--- src/rtl/glb_arb_pkg.sv ---
// glb_arb_pkg: shared state encoding and stream width for the GLB write-stream arbiter.
package glb_arb_pkg;
    typedef enum logic [1:0] {IDLE, ARB, BURST, DONE} arb_state_t;
    localparam int GLB_DATA_W = 17;
endpackage

--- src/rtl/glb_stream_arbiter_if.sv ---
// glb_stream_arbiter_if: source-side and output-side stream handshakes of the arbiter.
// master = the arbiter, slave = the write sources plus the downstream consumer.
interface glb_stream_arbiter_if
    import glb_arb_pkg::*;
#(
    parameter int NUM_REQ = 4,
    parameter int DATA_W  = GLB_DATA_W
);
    logic [NUM_REQ*DATA_W-1:0] req_data;
    logic [NUM_REQ-1:0]        req_valid;
    logic [NUM_REQ-1:0]        req_ready;
    logic [NUM_REQ-1:0]        req_done;
    logic [DATA_W-1:0]         out_data;
    logic                      out_valid;
    logic                      out_ready;

    modport master (
        input  req_data, req_valid, req_done, out_ready,
        output req_ready, out_data, out_valid
    );
    modport slave (
        output req_data, req_valid, req_done, out_ready,
        input  req_ready, out_data, out_valid
    );
endinterface

--- src/rtl/glb_rr_pick.sv ---
// glb_rr_pick: combinational round-robin picker; returns the first eligible index
// strictly after rr_ptr, wrapping around.
module glb_rr_pick #(
    parameter int N = 4,
    localparam int IW = $clog2(N)
) (
    input  logic [N-1:0]  eligible,
    input  logic [IW-1:0] rr_ptr,
    output logic          found,
    output logic [IW-1:0] idx
);
    logic [IW-1:0] j;

    always_comb begin
        found = 1'b0;
        idx = '0;
        j = '0;
        // scan farthest-first so the nearest eligible index after rr_ptr is the last to win
        for (int k = N; k >= 1; k--) begin
            j = IW'((int'(rr_ptr) + k) % N);
            if (eligible[j]) begin
                found = 1'b1;
                idx = j;
            end
        end
    end
endmodule

--- src/rtl/glb_stream_arbiter.sv ---
// glb_stream_arbiter: round-robin arbiter sharing one GLB->fabric write stream among NUM_REQ sources.
// Define GLB_ARB_STATS_EN to add the per-source saturating beat counters on beat_total.
module glb_stream_arbiter
    import glb_arb_pkg::*;
#(
    parameter int NUM_REQ   = 4,
    parameter int DATA_W    = GLB_DATA_W,
    parameter int MAX_BURST = 16,
    localparam int IW = $clog2(NUM_REQ),
    localparam int CW = $clog2(MAX_BURST + 1)
) (
    input  logic                   clk,
    input  logic                   rst_n,
    input  logic                   flush,
    glb_stream_arbiter_if.master   st,
    output logic                   out_done,
    output logic [IW-1:0]          grant_id
`ifdef GLB_ARB_STATS_EN
    ,
    output logic [NUM_REQ*16-1:0]  beat_total
`endif
);
    arb_state_t         state, nxt;
    logic [IW-1:0]      rr_ptr, pick;
    logic [NUM_REQ-1:0] done_mask, eligible;
    logic [CW-1:0]      beat_cnt;
    logic [DATA_W-1:0]  last_data, g_data;
    logic               found, in_burst, g_valid, g_done, beat, last_beat;

    assign g_data    = DATA_W'(st.req_data >> (DATA_W * grant_id));
    assign g_valid   = st.req_valid[grant_id];
    assign g_done    = st.req_done[grant_id];
    assign in_burst  = state == BURST;
    assign beat      = in_burst && g_valid && st.out_ready;
    assign last_beat = beat && beat_cnt == CW'(MAX_BURST - 1);
    // a source raising done this very cycle is already out of the running
    assign eligible  = st.req_valid & ~done_mask & ~st.req_done;

    glb_rr_pick #(.N(NUM_REQ)) u_pick (
        .eligible (eligible),
        .rr_ptr   (rr_ptr),
        .found    (found),
        .idx      (pick)
    );

    always_comb begin
        nxt = state;
        case (state)
            IDLE:    nxt = ARB;
            ARB:     nxt = &done_mask ? DONE : found ? BURST : ARB;
            BURST:   nxt = (last_beat || !g_valid || g_done) ? ARB : BURST;
            default: nxt = DONE;
        endcase
        if (flush) nxt = IDLE;
    end

    assign st.out_valid = in_burst && g_valid;
    assign st.out_data  = in_burst ? g_data : last_data;
    assign st.req_ready = in_burst ? (NUM_REQ'(st.out_ready) << grant_id) : '0;
    assign out_done     = state == DONE;

    always_ff @(posedge clk or negedge rst_n) begin
        if (!rst_n) begin
            state     <= IDLE;
            grant_id  <= '0;
            rr_ptr    <= IW'(NUM_REQ - 1);
            done_mask <= '0;
            beat_cnt  <= '0;
            last_data <= '0;
        end else begin
            state     <= nxt;
            last_data <= st.out_data;
            if (flush) begin
                done_mask <= '0;
                rr_ptr    <= IW'(NUM_REQ - 1);
            end else if (state != IDLE) begin
                done_mask <= done_mask | st.req_done;
            end
            if (state == ARB && nxt == BURST) begin
                grant_id <= pick;
                rr_ptr   <= pick;
                beat_cnt <= '0;
            end else if (beat) begin
                beat_cnt <= beat_cnt + 1'b1;
            end
        end
    end

`ifdef GLB_ARB_STATS_EN
    for (genvar i = 0; i < NUM_REQ; i++) begin : g_stat
        logic [15:0] cnt;
        always_ff @(posedge clk or negedge rst_n) begin
            if (!rst_n)
                cnt <= '0;
            else if (flush)
                cnt <= '0;
            else if (beat && grant_id == IW'(i) && cnt != 16'hFFFF)
                cnt <= cnt + 16'd1;
        end
        assign beat_total[i*16 +: 16] = cnt;
    end
`endif
endmodule

--- src/flat_wrapper.sv ---
// flat-port wrapper written by rule: the top's interface ports become plain ports
module glb_stream_arbiter_flat import glb_arb_pkg::*;
#(
    parameter int NUM_REQ   = 4,
    parameter int DATA_W    = GLB_DATA_W,
    parameter int MAX_BURST = 16,
    localparam int IW = $clog2(NUM_REQ),
    localparam int CW = $clog2(MAX_BURST + 1)
)
  (clk, rst_n, flush, out_done, grant_id, st_req_data, st_req_valid, st_req_done, st_out_ready, st_req_ready, st_out_data, st_out_valid);
  glb_stream_arbiter_if #(.NUM_REQ(NUM_REQ), .DATA_W(DATA_W)) st_i ();
  input  logic clk;
  input  logic rst_n;
  input  logic flush;
  output logic out_done;
  output logic [IW-1:0] grant_id;
  input wire logic [$bits(st_i.req_data)-1:0] st_req_data;
  input wire logic [$bits(st_i.req_valid)-1:0] st_req_valid;
  input wire logic [$bits(st_i.req_done)-1:0] st_req_done;
  input wire logic [$bits(st_i.out_ready)-1:0] st_out_ready;
  output wire logic [$bits(st_i.req_ready)-1:0] st_req_ready;
  output wire logic [$bits(st_i.out_data)-1:0] st_out_data;
  output wire logic [$bits(st_i.out_valid)-1:0] st_out_valid;
  assign st_i.req_data = st_req_data;
  assign st_i.req_valid = st_req_valid;
  assign st_i.req_done = st_req_done;
  assign st_i.out_ready = st_out_ready;
  assign st_req_ready = st_i.req_ready;
  assign st_out_data = st_i.out_data;
  assign st_out_valid = st_i.out_valid;
  glb_stream_arbiter #(.NUM_REQ(NUM_REQ), .DATA_W(DATA_W), .MAX_BURST(MAX_BURST)) u_core (.clk(clk), .rst_n(rst_n), .flush(flush), .st(st_i), .out_done(out_done), .grant_id(grant_id));
endmodule
--- config.mk ---
export PLATFORM = sky130hd
export DESIGN_NAME = glb_stream_arbiter_flat
export DESIGN_NICKNAME = d
export VERILOG_FILES = /design/src/rtl/glb_arb_pkg.sv /design/src/rtl/glb_stream_arbiter_if.sv /design/src/rtl/glb_rr_pick.sv /design/src/rtl/glb_stream_arbiter.sv /design/src/flat_wrapper.sv
export SDC_FILE = /design/constraint.sdc
export NUM_CORES = 1
export LEC_CHECK = 0
export ABC_CLOCK_PERIOD_IN_PS = 1780
export BUFFER_PORTS_ARGS = -buffer_cell sky130_fd_sc_hd__clkbuf_2
export CORE_MARGIN = 5
export CORE_UTILIZATION = 40
export CTS_BUF_LIST = sky130_fd_sc_hd__clkbuf_16
export DETAILED_ROUTE_END_ITERATION = 6
export PLACE_DENSITY_LB_ADDON = 0.08
export REMOVE_ABC_BUFFERS = 1
export SLEW_MARGIN = 10
export SYNTH_ARGS = -nofsm -noshare
export SYNTH_HDL_FRONTEND = slang
export SYNTH_SLANG_ARGS = --single-unit
--- constraint.sdc ---
create_clock -name clk -period 1.78 [get_ports clk]
set_input_delay 0.267 -clock clk [delete_from_list [all_inputs] [get_ports clk]]
set_output_delay 0.267 -clock clk [all_outputs]
set_load 0.005 [all_outputs]
* Word-level counts from Yosys, hierarchy flattened
Cells that the tools add are included.
Word-level totals: output and inout port bits 25, word-level logic and storage cells 75, input bits 80, flip-flop bits (word level) 32
Operators by class: reductions and logical operators 13, equal/unequal tests 5, $add $sub $neg 5, multiply operators 1, bitwise logic cells 5, $lt $le $gt $ge 5, shift-type cells 2, multiplexer cells 33
Operator list (count):
- >> shifter 68 x 7 -> 17 bit | 1
- two-way mux 2 bit | 10
- two-way mux 17 bit | 1
- < comparator 2 x 3 -> 1 bit (second input constant) | 5
- binary-select mux 1 bit (select 2 bit) | 6
- two-way mux 4 bit | 3
- two-way mux 1 bit | 10
- two-way mux 5 bit | 2
- AND 4 bit | 2
- NOT 4 bit | 2
- nonzero test 2 bit | 4
- multiplier 5 x 2 -> 7 bit (first input constant) | 1
- == test 2 bit (second input constant) | 3
- one-hot mux 2 bit (3 select lines) | 1
- adder 5 x 1 -> 5 bit (second input constant) | 1
- == test 5 x 4 -> 1 bit (second input constant) | 1
- adder 2 x 1 -> 2 bit (second input constant) | 2
- adder 2 bit (second input constant) | 2
- logical AND 1 bit | 4
- OR 4 bit | 1
- AND reduction 4 bit | 1
- left shift 1 x 2 -> 4 bit | 1
- == test 2 x 1 -> 1 bit (second input constant) | 1
- logical NOT 2 bit | 1
- 2 further kinds | 3

* Depth between registers and ports, before layout
Gate-level depths: netlist of the first run.
depth in word-level cells 16, depth in mapped cells 5, depth with buffers taken out 5

* By module
A second synthesis of the first run with hierarchy kept.
Second synthesis, totals: cell total of the unflattened synthesis 149, area total of the unflattened synthesis 1940.6 sq um
Modules (own cells, without submodules):
- glb_stream_arbiter | sequential area each 803.3 sq um, cells each 135, instances 1, area each 1849.3 sq um
- glb_rr_pick | sequential area each 0.0 sq um, cells each 14, instances 1, area each 91.3 sq um

* Least setup slack after synthesis of the first run
No wires, ideal clock.
kind register -> output, start point register u_core.grant_id[0], end point output port st_out_data[0], data arrival time 1.597 ns, path slack -0.084 ns, required time 1.513 ns, stages on the path, launching flop included 5, buffers on the path 2, cell sequence dfrtp_1 buf_2 buf_2 mux4_2 mux2_2
Between the ends: cells in the longest elaborated chain, start to end 3
RTL lines:
- start, declared | RTL line glb_stream_arbiter.sv:17 | output logic [IW-1:0] grant_id
- start signal, assigned | RTL line glb_stream_arbiter.sv:80 | grant_id <= pick;
- multiplier 5 x 2 -> 7 bit | RTL line glb_stream_arbiter.sv:30 | assign g_data = DATA_W'(st.req_data >> (DATA_W * grant_id));
- >> shifter 68 x 7 -> 17 bit | RTL line glb_stream_arbiter.sv:30
- two-way mux 17 bit | RTL line glb_stream_arbiter.sv:58 | assign st.out_data = in_burst ? g_data : last_data;
- end, declared | RTL line flat_wrapper.sv:22 | output wire logic [$bits(st_i.out_data)-1:0] st_out_data;
No other way between the ends.

* Final worst setup path of the first run
start point register u_core.grant_id[0], end point output port st_out_data[11]
The elaborated chain is that of the path after synthesis.

==> results.txt, run 1 <==
- Outcome: finished with violations
- The final reports fail on setup timing.
* Yosys reg bits: 32
- The first TritonRoute pass finished after 4 iterations.
- Measured along the y axis, the die boundary spans 79.3 um.
* Number of enable-type register cells in the synthesized netlist: 0
* Critical path capture point type: output port
- During placement, the flow inserted port buffers numbering 104.
* Layout overhead on the synthesized area: 56.5%
- The worst register-to-register path begins at u_core.grant_id[0]$_DFFE_PN0P_.
- Counting along the longest clock path gives a buffer depth of 2.
* Layout cells sized above 1: 68.6%
- Mean instance size in the synthesized netlist: 13.3 um2
* Static leakage: 0.00149 uW
* Number of nets in the layout: 355
- Post-placement setup slack: -0.0324 ns
- Counting I/O delays and the setup requirement, the final critical path takes 2.08 ns.
- Setup repair after global routing could not meet its margin everywhere.
- Counting flops with an async set or reset pin after synthesis yields a share of 100%.
- Worst Slack Setup Final: -0.297 ns
* Number of remaining DRC errors: 0
- Via count: 1,757
- Summing every instance area after synthesis gives 1920 um2.
* Synth warnings: 0
- For the worst setup path, the data arrival time is 1.81 ns.
* Filler cell count: 382
- Of the total power, combinational logic draws 47.7%.
- Leaving out fill and tap cells, the most frequent cell in the layout is sky130_fd_sc_hd__clkbuf_2.
* Std-Cell Rows: 25
- Hold buffer count at CTS: 0
- Clock-pin slew was measured on the worst setup and hold paths at 0.05 ns.
* Critical path cell sequence: clkbuf_16, mux4_2, mux2_4, clkbuf_2
- Slew at the pin with the worst max-slew slack: 0.519 ns
* Die Area: 6290 um2
- 0 antenna diodes ended up in the layout.
- Per report_power, the sequential group accounts for 30.0% of the total.
- Flop2flop setup slack: -0.01 ns
- For this configuration, the core starts out at a cell density of 41.0%.
- Largest net degree at the start of global routing: 33
- Setup violations remaining at the end of the flow were counted as 20.
- Final hold analysis gives a worst-case slack of 0.00643 ns.
- Crit Path Category: reg2out
* Final HPWL DP: 4210 um
- Wires add up to 5730 um.
- Summed over all layers, the global routing overflow is 0.
* Commonest cells after routing, fill and taps aside: sky130_fd_sc_hd__clkbuf_2, sky130_fd_sc_hd__dfrtp_1, sky130_fd_sc_hd__mux4_2
- Fraction of the cycle the final worst path needs: 117%
- Final hold violation count: 0
- At the later pin of the worst-skew pair, clock insertion delay measures 0.28 ns.
- Net switching is 29.5% of the power.
* TritonCTS clock tree: yes
- Vias per cell: 5.36
* Critical path buffer and inverter count: 2
- In this run, distinct cell masters in the synthesized netlist total 43.
- In the synthesized netlist, the number of instances is 145.
- In this design, the largest share of critical-path delay is due to multiplexers.
- Clock skew on the completed layout was measured at 0.00565 ns.
- In this run, the number of DRC markers left after iteration 0 of detailed routing was 55.
- Total of max-cap violations: 0
* Slowest stage delay, CP: 0.49 ns
- Dividing total power by cell area gives a power density of 1220 nW/um2.
- The analysis attributes to net switching a power of 1090 uW.
- Prevailing post-synth register cell: sky130_fd_sc_hd__dfrtp_1
- Headroom to the max-slew limit: 65.3%
* Total count of max-transition violations in the final report: 0
- The congestion estimate from routability-driven global placement came to 0.846.
* Clock sinks: 32
* Remaining number of nets flagged by the antenna check after routing: 0
* Max frequency: 481 MHz
- The share of the Yosys chip area taken by registers is 41.8%.
* IR drop worst, VDD: 0.654 mV
* Worst reg2reg path endpoint: u_core.beat_cnt[3]$_DFFE_PN0P_
* Storage element area: 806 um2
* First-pass GRT wire length: 8910 um
- Antenna violations before repair: 0
- CTS placed an instance of sky130_fd_sc_hd__clkbuf_16 at the clock tree root.
- 105 I/O pins were placed.
- Of the total power, the clock network draws 22.3%.
- From left edge to right edge, the die measures 79.3 um.
* Area taken by multi-input logic gates: 1170 um2
- For this run, the total global-route usage over all layers was measured as 18.4%.
- Dividing the detail-routed wire length by the instance count gives 17.5 um.
- Vias in the first global route: 1,818
- The worst hold path belongs to the class in2async.
- TritonCTS buffer count: 5
* Worst EP required: 1.51 ns
- Kind of start point of the critical path: flop
- Logic depth of the worst register-to-register path: 6
* Crit path max fanout: 6
* Cell with the largest stage delay on the worst path: sky130_fd_sc_hd__mux4_2
- The core region is 4690 um2.
- The internal power of the cells totals 2600 uW.
* Number of levels the H-tree was split into: 2
[flip-flops by register name (all words and copies together) (netlist names)]
name / flops
u_core.beat_cnt: 5
u_core.done_mask: 4
u_core.grant_id: 2
u_core.last_data: 17
u_core.rr_ptr: 2
u_core.state: 2
[worst max path at each step]
| stage | start | endpoint | slack (ns) | cells after the start |
|---|---|---|---|---|
| after CTS | u_core.grant_id[0]$_DFFE_PN0P_ | st_out_data[12] | -0.31 | 4 |
| after global placement | u_core.grant_id[0]$_DFFE_PN0P_ | st_out_data[8] | 0.005 | 4 |
| after floorplan | u_core.state[0]$_DFF_PN0_ | u_core.beat_cnt[3]$_DFFE_PN0P_ | -0.47 | 4 |
| after global routing | u_core.grant_id[0]$_DFFE_PN0P_ | st_out_data[11] | -0.35 | 4 |
| final | u_core.grant_id[0]$_DFFE_PN0P_ | st_out_data[11] | -0.30 | 4 |
| after detailed placement | u_core.grant_id[0]$_DFFE_PN0P_ | st_out_data[3] | -0.03 | 4 |
[synth_stat cells, types with 3 or more instances]
master                    count  area (um2)
sky130_fd_sc_hd__buf_1        3        11.3
sky130_fd_sc_hd__nand2_1      3        11.3
sky130_fd_sc_hd__nor3b_1      4        30.0
sky130_fd_sc_hd__mux4_2      18         405
sky130_fd_sc_hd__buf_2        4        20.0
sky130_fd_sc_hd__mux2_2      18         203
sky130_fd_sc_hd__dfrtp_1     30         751
sky130_fd_sc_hd__nor2_1      11        41.3
sky130_fd_sc_hd__a21oi_1      6        30.0
sky130_fd_sc_hd__nor3_1       3        15.0
sky130_fd_sc_hd__inv_1        4        15.0
[cell families after synthesis]
| group | synth area share, % |
|---|---|
| muxes | 33.5 |
| DFF | 41.8 |
| AOI/OAI and AO/OA | 7.03 |
| buffers and inverters | 2.60 |
| adders and majority gates | 1.30 |
| and+or+nand+nor | 12.9 |
| xor gates and xnor gates | 0.911 |
[power by group through the flow]
stage	clock network, uW	registers (uW)	logic [uW]
global placement	0	1090	1390
CTS	839	1090	1590
detailed placement	0	1090	1410
finish	822	1100	1760
global route	873	1130	1890
floorplan	0	1160	723
[through the flow]
step	area [um2]	setup TNS (ns)	total power (uW)	utilization, %	std cells
after global placement	2590	0	2470	55.2	305
final	3010	-4.76	3680	64.1	328
after global routing	3010	-6.07	3900	64.1	328
after floorplan	1890	-14.44	1890	-	137
after detailed placement	2590	-0.118	2510	55.2	305
after CTS	2820	-4.93	3520	60.1	315
[layout make-up]
cell class                      instances  area share, %
Clock buffer                            5           4.16
Clock inverter                          3          0.457
Inverter                                4          0.499
Multi-Input combinational cell        101           38.8
Sequential cell                        32           26.8
Tap cell                               54           2.25
Timing Repair Buffer                  129           27.1
[per-layer routing]
layer / part of all wire, % / vias to the layer above / track usage, % / routed length [um]
met2: 49 / 67 / 30.2 / 2830
met4: 1.5 / 0 / 6.70 / 88
met3: 7.4 / 7 / 5.33 / 427
li1: - / 821 / - / -
met1: 42 / 862 / 23.0 / 2390
met5: 0 / - / 0 / 0
[what timing repair did]
action / CTS / global route
buffers inserted: 2 / 9
gates cloned: 0 / 4
setup endpoints to repair: 18 / 26
endpoints found under the hold margin: 0 / 0
pin swaps: 0 / 1
resized for setup: 19 / 13
(Power assumes the default switching activity.)
==> inputs of run 2 (changes only) <==
- CTS_CLUSTER_DIAMETER: unset -> 120
- HOLD_SLACK_MARGIN: unset -> 0.06
==> run 2 against run 1 <==
The run still ends with setup timing left. Worst hold slack better by 0.27 ns. Cell area up 0.33%. Combinational power barely moved. Core utilization increased by 0.21 points. Largest cell class unchanged. Clock skew is 0.0015 ns lower. Register-to-register slack about the same. Critical path depth unchanged. First-iteration DRC count increased by 15%.
==> results.txt, run 2 (synthesized netlist as in run 1, its figures left out) <==
- Slew at the pin with the worst max-slew slack: 0.519 ns (+0.000000179 ns)
* TritonCTS clock tree: yes
- Outcome: finished with violations
- The maximum single-stage delay on the critical path came to 0.49 ns (about the same).
- Among cell families on the critical path, the largest total delay comes from multiplexers.
- The final RePlAce weighted congestion is 0.846 (unchanged).
- The worst endpoint required time was 1.51 ns (about the same).
- GRT busiest layer: met2
* Fraction of the cycle the final worst path needs: 117% (about the same)
* CORE AREA: 4690 um2 (unchanged)
* Global-route usage over all layers: 18.4% (unchanged)
- Largest net degree at the start of global routing: 33 (unchanged)
- The number of antenna-violating nets in the routed design came to 0 (unchanged).
- Clock network latency to the later pin of the worst-skew pair: 0.28 ns (about the same)
- Commonest cells after routing, fill and taps aside: sky130_fd_sc_hd__clkbuf_2, sky130_fd_sc_hd__dfrtp_1, sky130_fd_sc_hd__mux4_2
- The wire length per cell came to 17.5 um (-0.11%).
* Count of endpoints failing setup in the final report: 20 (unchanged)
- Via count: 1,759 (+0.11%)
- The largest individual stage delay along the critical path comes from the cell sky130_fd_sc_hd__mux4_2.
- The final reports fail on setup timing.
* Final hold violation count: 0 (unchanged)
- The setup TNS was -4.73 ns (+0.0340 ns).
- The placed wire-length estimate was 4210 um (unchanged).
* Proportion of power drawn by the clock network: 22.1% (-0.2 points)
- Total routed wirelength: 5740 um (+0.19%)
* Max reg flops: 17 (unchanged)
* Total of max-cap violations: 0 (unchanged)
* Total power draw: 3680 uW (-0.10%)
* Total count of max-transition violations in the final report: 0 (unchanged)
* Global Route met1 Usage: 23.0% (unchanged)
* Layout cells sized above 1: 68.4% (-0.25 points)
- Global route total overflow: 0 (unchanged)
- Kind of start point of the critical path: flop
* Std-Cell Rows: 25 (unchanged)
- Die extent in y: 79.3 um (unchanged)
- The post-route non-filler standard cell count was 329 (+0.30%).
- Sequential cell fraction of total power: 30.0% (about the same)
* Die Area: 6290 um2 (unchanged)
- The number of levels in the clock H-tree was 2 (unchanged).
* Number of remaining DRC errors: 0 (unchanged)
* Number of inserted diodes: 0 (unchanged)
- The initial core utilization is 41.0% (unchanged).
- The relative max-transition margin came to 65.3% (unchanged).
- Internal portion of total power: 2600 uW (about the same)
* Layout overhead on the synthesized area: 57.0%
- Biggest registers after layout: u_core.last_data x17, u_core.beat_cnt x5, u_core.done_mask x4
- Number of nets in the layout: 356 (+0.28%)
- IR drop worst, VDD: 0.644 mV (-1.5%)
- CTS Buffer Depth: 2 (unchanged)
* TritonCTS buffer count: 5 (unchanged)
- Met2 Usage GRT: 30.2% (unchanged)
- The first-pass iteration count of the detailed router came to 4 (unchanged).
- The arrival time reported for the critical path endpoint came to 1.81 ns (about the same).
- The violation count after the first detailed-routing iteration is 63 (+15%).
- Hold Path Class: in2reg
- DP Cell Count: 305 (unchanged)
* Vias in the first global route: 1,818 (unchanged)
- The tree is rooted in a sky130_fd_sc_hd__clkbuf_16.
- The setup clock skew after layout was 0.00416 ns (-0.00149 ns).
- Clock sinks: 32 (unchanged)
* Worst Slack Setup Final: -0.295 ns (+0.00200 ns)
- The library cell used most frequently in the layout, excluding fill and tap cells, is sky130_fd_sc_hd__clkbuf_2.
- The total power divided by cell area was 1220 nW/um2 (-0.43%).
- GR met3 Demand/Resource: 5.33% (unchanged)
* Largest reg by FF count: u_core.last_data
- Crit path max fanout: 6 (unchanged)
* RSZ-0062 raised after global routing: yes
* Net switching power figure: 1080 uW (-0.48%)
* Clock-pin slew of the registers on the worst-case setup and hold paths: 0.05 ns (about the same)
* Post-layout minimum cycle time: 2.08 ns (-0.00200 ns)
* Vias per cell: 5.35 (-0.19%)
- Chip Width: 79.3 um (unchanged)
- Max frequency: 482 MHz (about the same)
* First-pass GRT wire length: 8910 um (unchanged)
- Crit Path Category: reg2out
* Critical path buffer and inverter count: 2 (unchanged)
* Combinational group share of total power: 47.8% (about the same)
- The boundary pin count is 105 (unchanged).
- The count of buffers inserted at the top-level ports is 104 (unchanged).
* Filler cell count: 381 (-0.26%)
- The initial antenna violation count was 0 (unchanged).
- The leakage power is 0.00150 uW (+0.28%).
- STA classifies the critical path endpoint as an output port.
* Fraction of power spent switching nets: 29.4% (-0.11 points)
* Critical path cell sequence: clkbuf_16, mux4_2, mux2_4, clkbuf_2
[run 2: cell types whose count changed in the layout (fill, tap and decap cells not counted)]
cell,previous run,this run
sky130_fd_sc_hd__dlygate4sd3_1,0,1
[run 2: cell type report]
cell class	count	area (um2)	area share, %
multi-input cells	101	1170	38.6
repair buffers	130	826	27.4
flip-flops and latches	32	806	26.7
clock buffers	5	125	4.14
well taps	54	67.6	2.24
inverters	4	15.0	0.497
clock inverters	3	13.8	0.456
[run 2: timing repair]
item                                   4_1_cts  5_1_grt
setup buffers                                2        9
resized for setup                           19       13
endpoints found under the hold margin       30        0
hold buffers                                 1        0
gates cloned                                 0        4
pin swaps                                    0        1
setup endpoints to repair                   18       26
[run 2: path summary, 6_finish.rpt]
check / start / endpoint / slack (ns) / depth (start not counted)
worst max-delay path: u_core.grant_id[0]$_DFFE_PN0P_ / st_out_data[11] / -0.30 / 4
worst min-delay path: st_req_done[1] / u_core.done_mask[1]$_DFFE_PN0P_ / 0.27 / 3
worst max register to register: u_core.grant_id[0]$_DFFE_PN0P_ / u_core.beat_cnt[3]$_DFFE_PN0P_ / -0.01 / 6
worst min register to register: u_core.last_data[5]$_DFF_PN0_ / u_core.last_data[5]$_DFF_PN0_ / 0.49 / 1
max in group asynchronous: rst_n / u_core.rr_ptr[1]$_DFFE_PN1P_ / 0.89 / 3
min in group asynchronous: rst_n / u_core.last_data[8]$_DFF_PN0_ / 0.54 / 3
[run 2: per-stage QoR]
stage	worst slack (ns)	cell area, um2	hold WS (ns)	utilization (%)
floorplan	-0.473	1890	-0.0286	-
global placement	0.00514	2590	0.317	55.2
detailed placement	-0.0324	2590	0.319	55.2
CTS	-0.308	2830	0.269	60.3
global route	-0.346	3020	0.297	64.3
finish	-0.295	3020	0.274	64.3
[run 2: power groups by stage]
stage               clock network (uW)  registers (uW)  logic, uW
floorplan                            0            1160        723
global placement                     0            1090       1390
detailed placement                   0            1090       1410
CTS                                839            1090       1590
global route                       873            1130       1900
finish                             814            1100       1760
[run 2: worst register-to-register path: stages, from the launching register on]
cell	delay, ns
sky130_fd_sc_hd__dfrtp_2	0.46
sky130_fd_sc_hd__buf_4	0.18
sky130_fd_sc_hd__mux4_2	0.35
sky130_fd_sc_hd__buf_4	0.13
sky130_fd_sc_hd__nand3_4	0.10
sky130_fd_sc_hd__or3_1	0.36
sky130_fd_sc_hd__a21oi_1	0.14
[run 2: routing by layer]
| layer | part of all wire, % | routed length (um) | vias to the layer above |
|---|---|---|---|
| li1 | - | - | 823 |
| met1 | 42 | 2390 | 862 |
| met2 | 50 | 2840 | 67 |
| met3 | 7.4 | 427 | 7 |
| met4 | 1.5 | 88 | 0 |
| met5 | 0 | 0 | - |
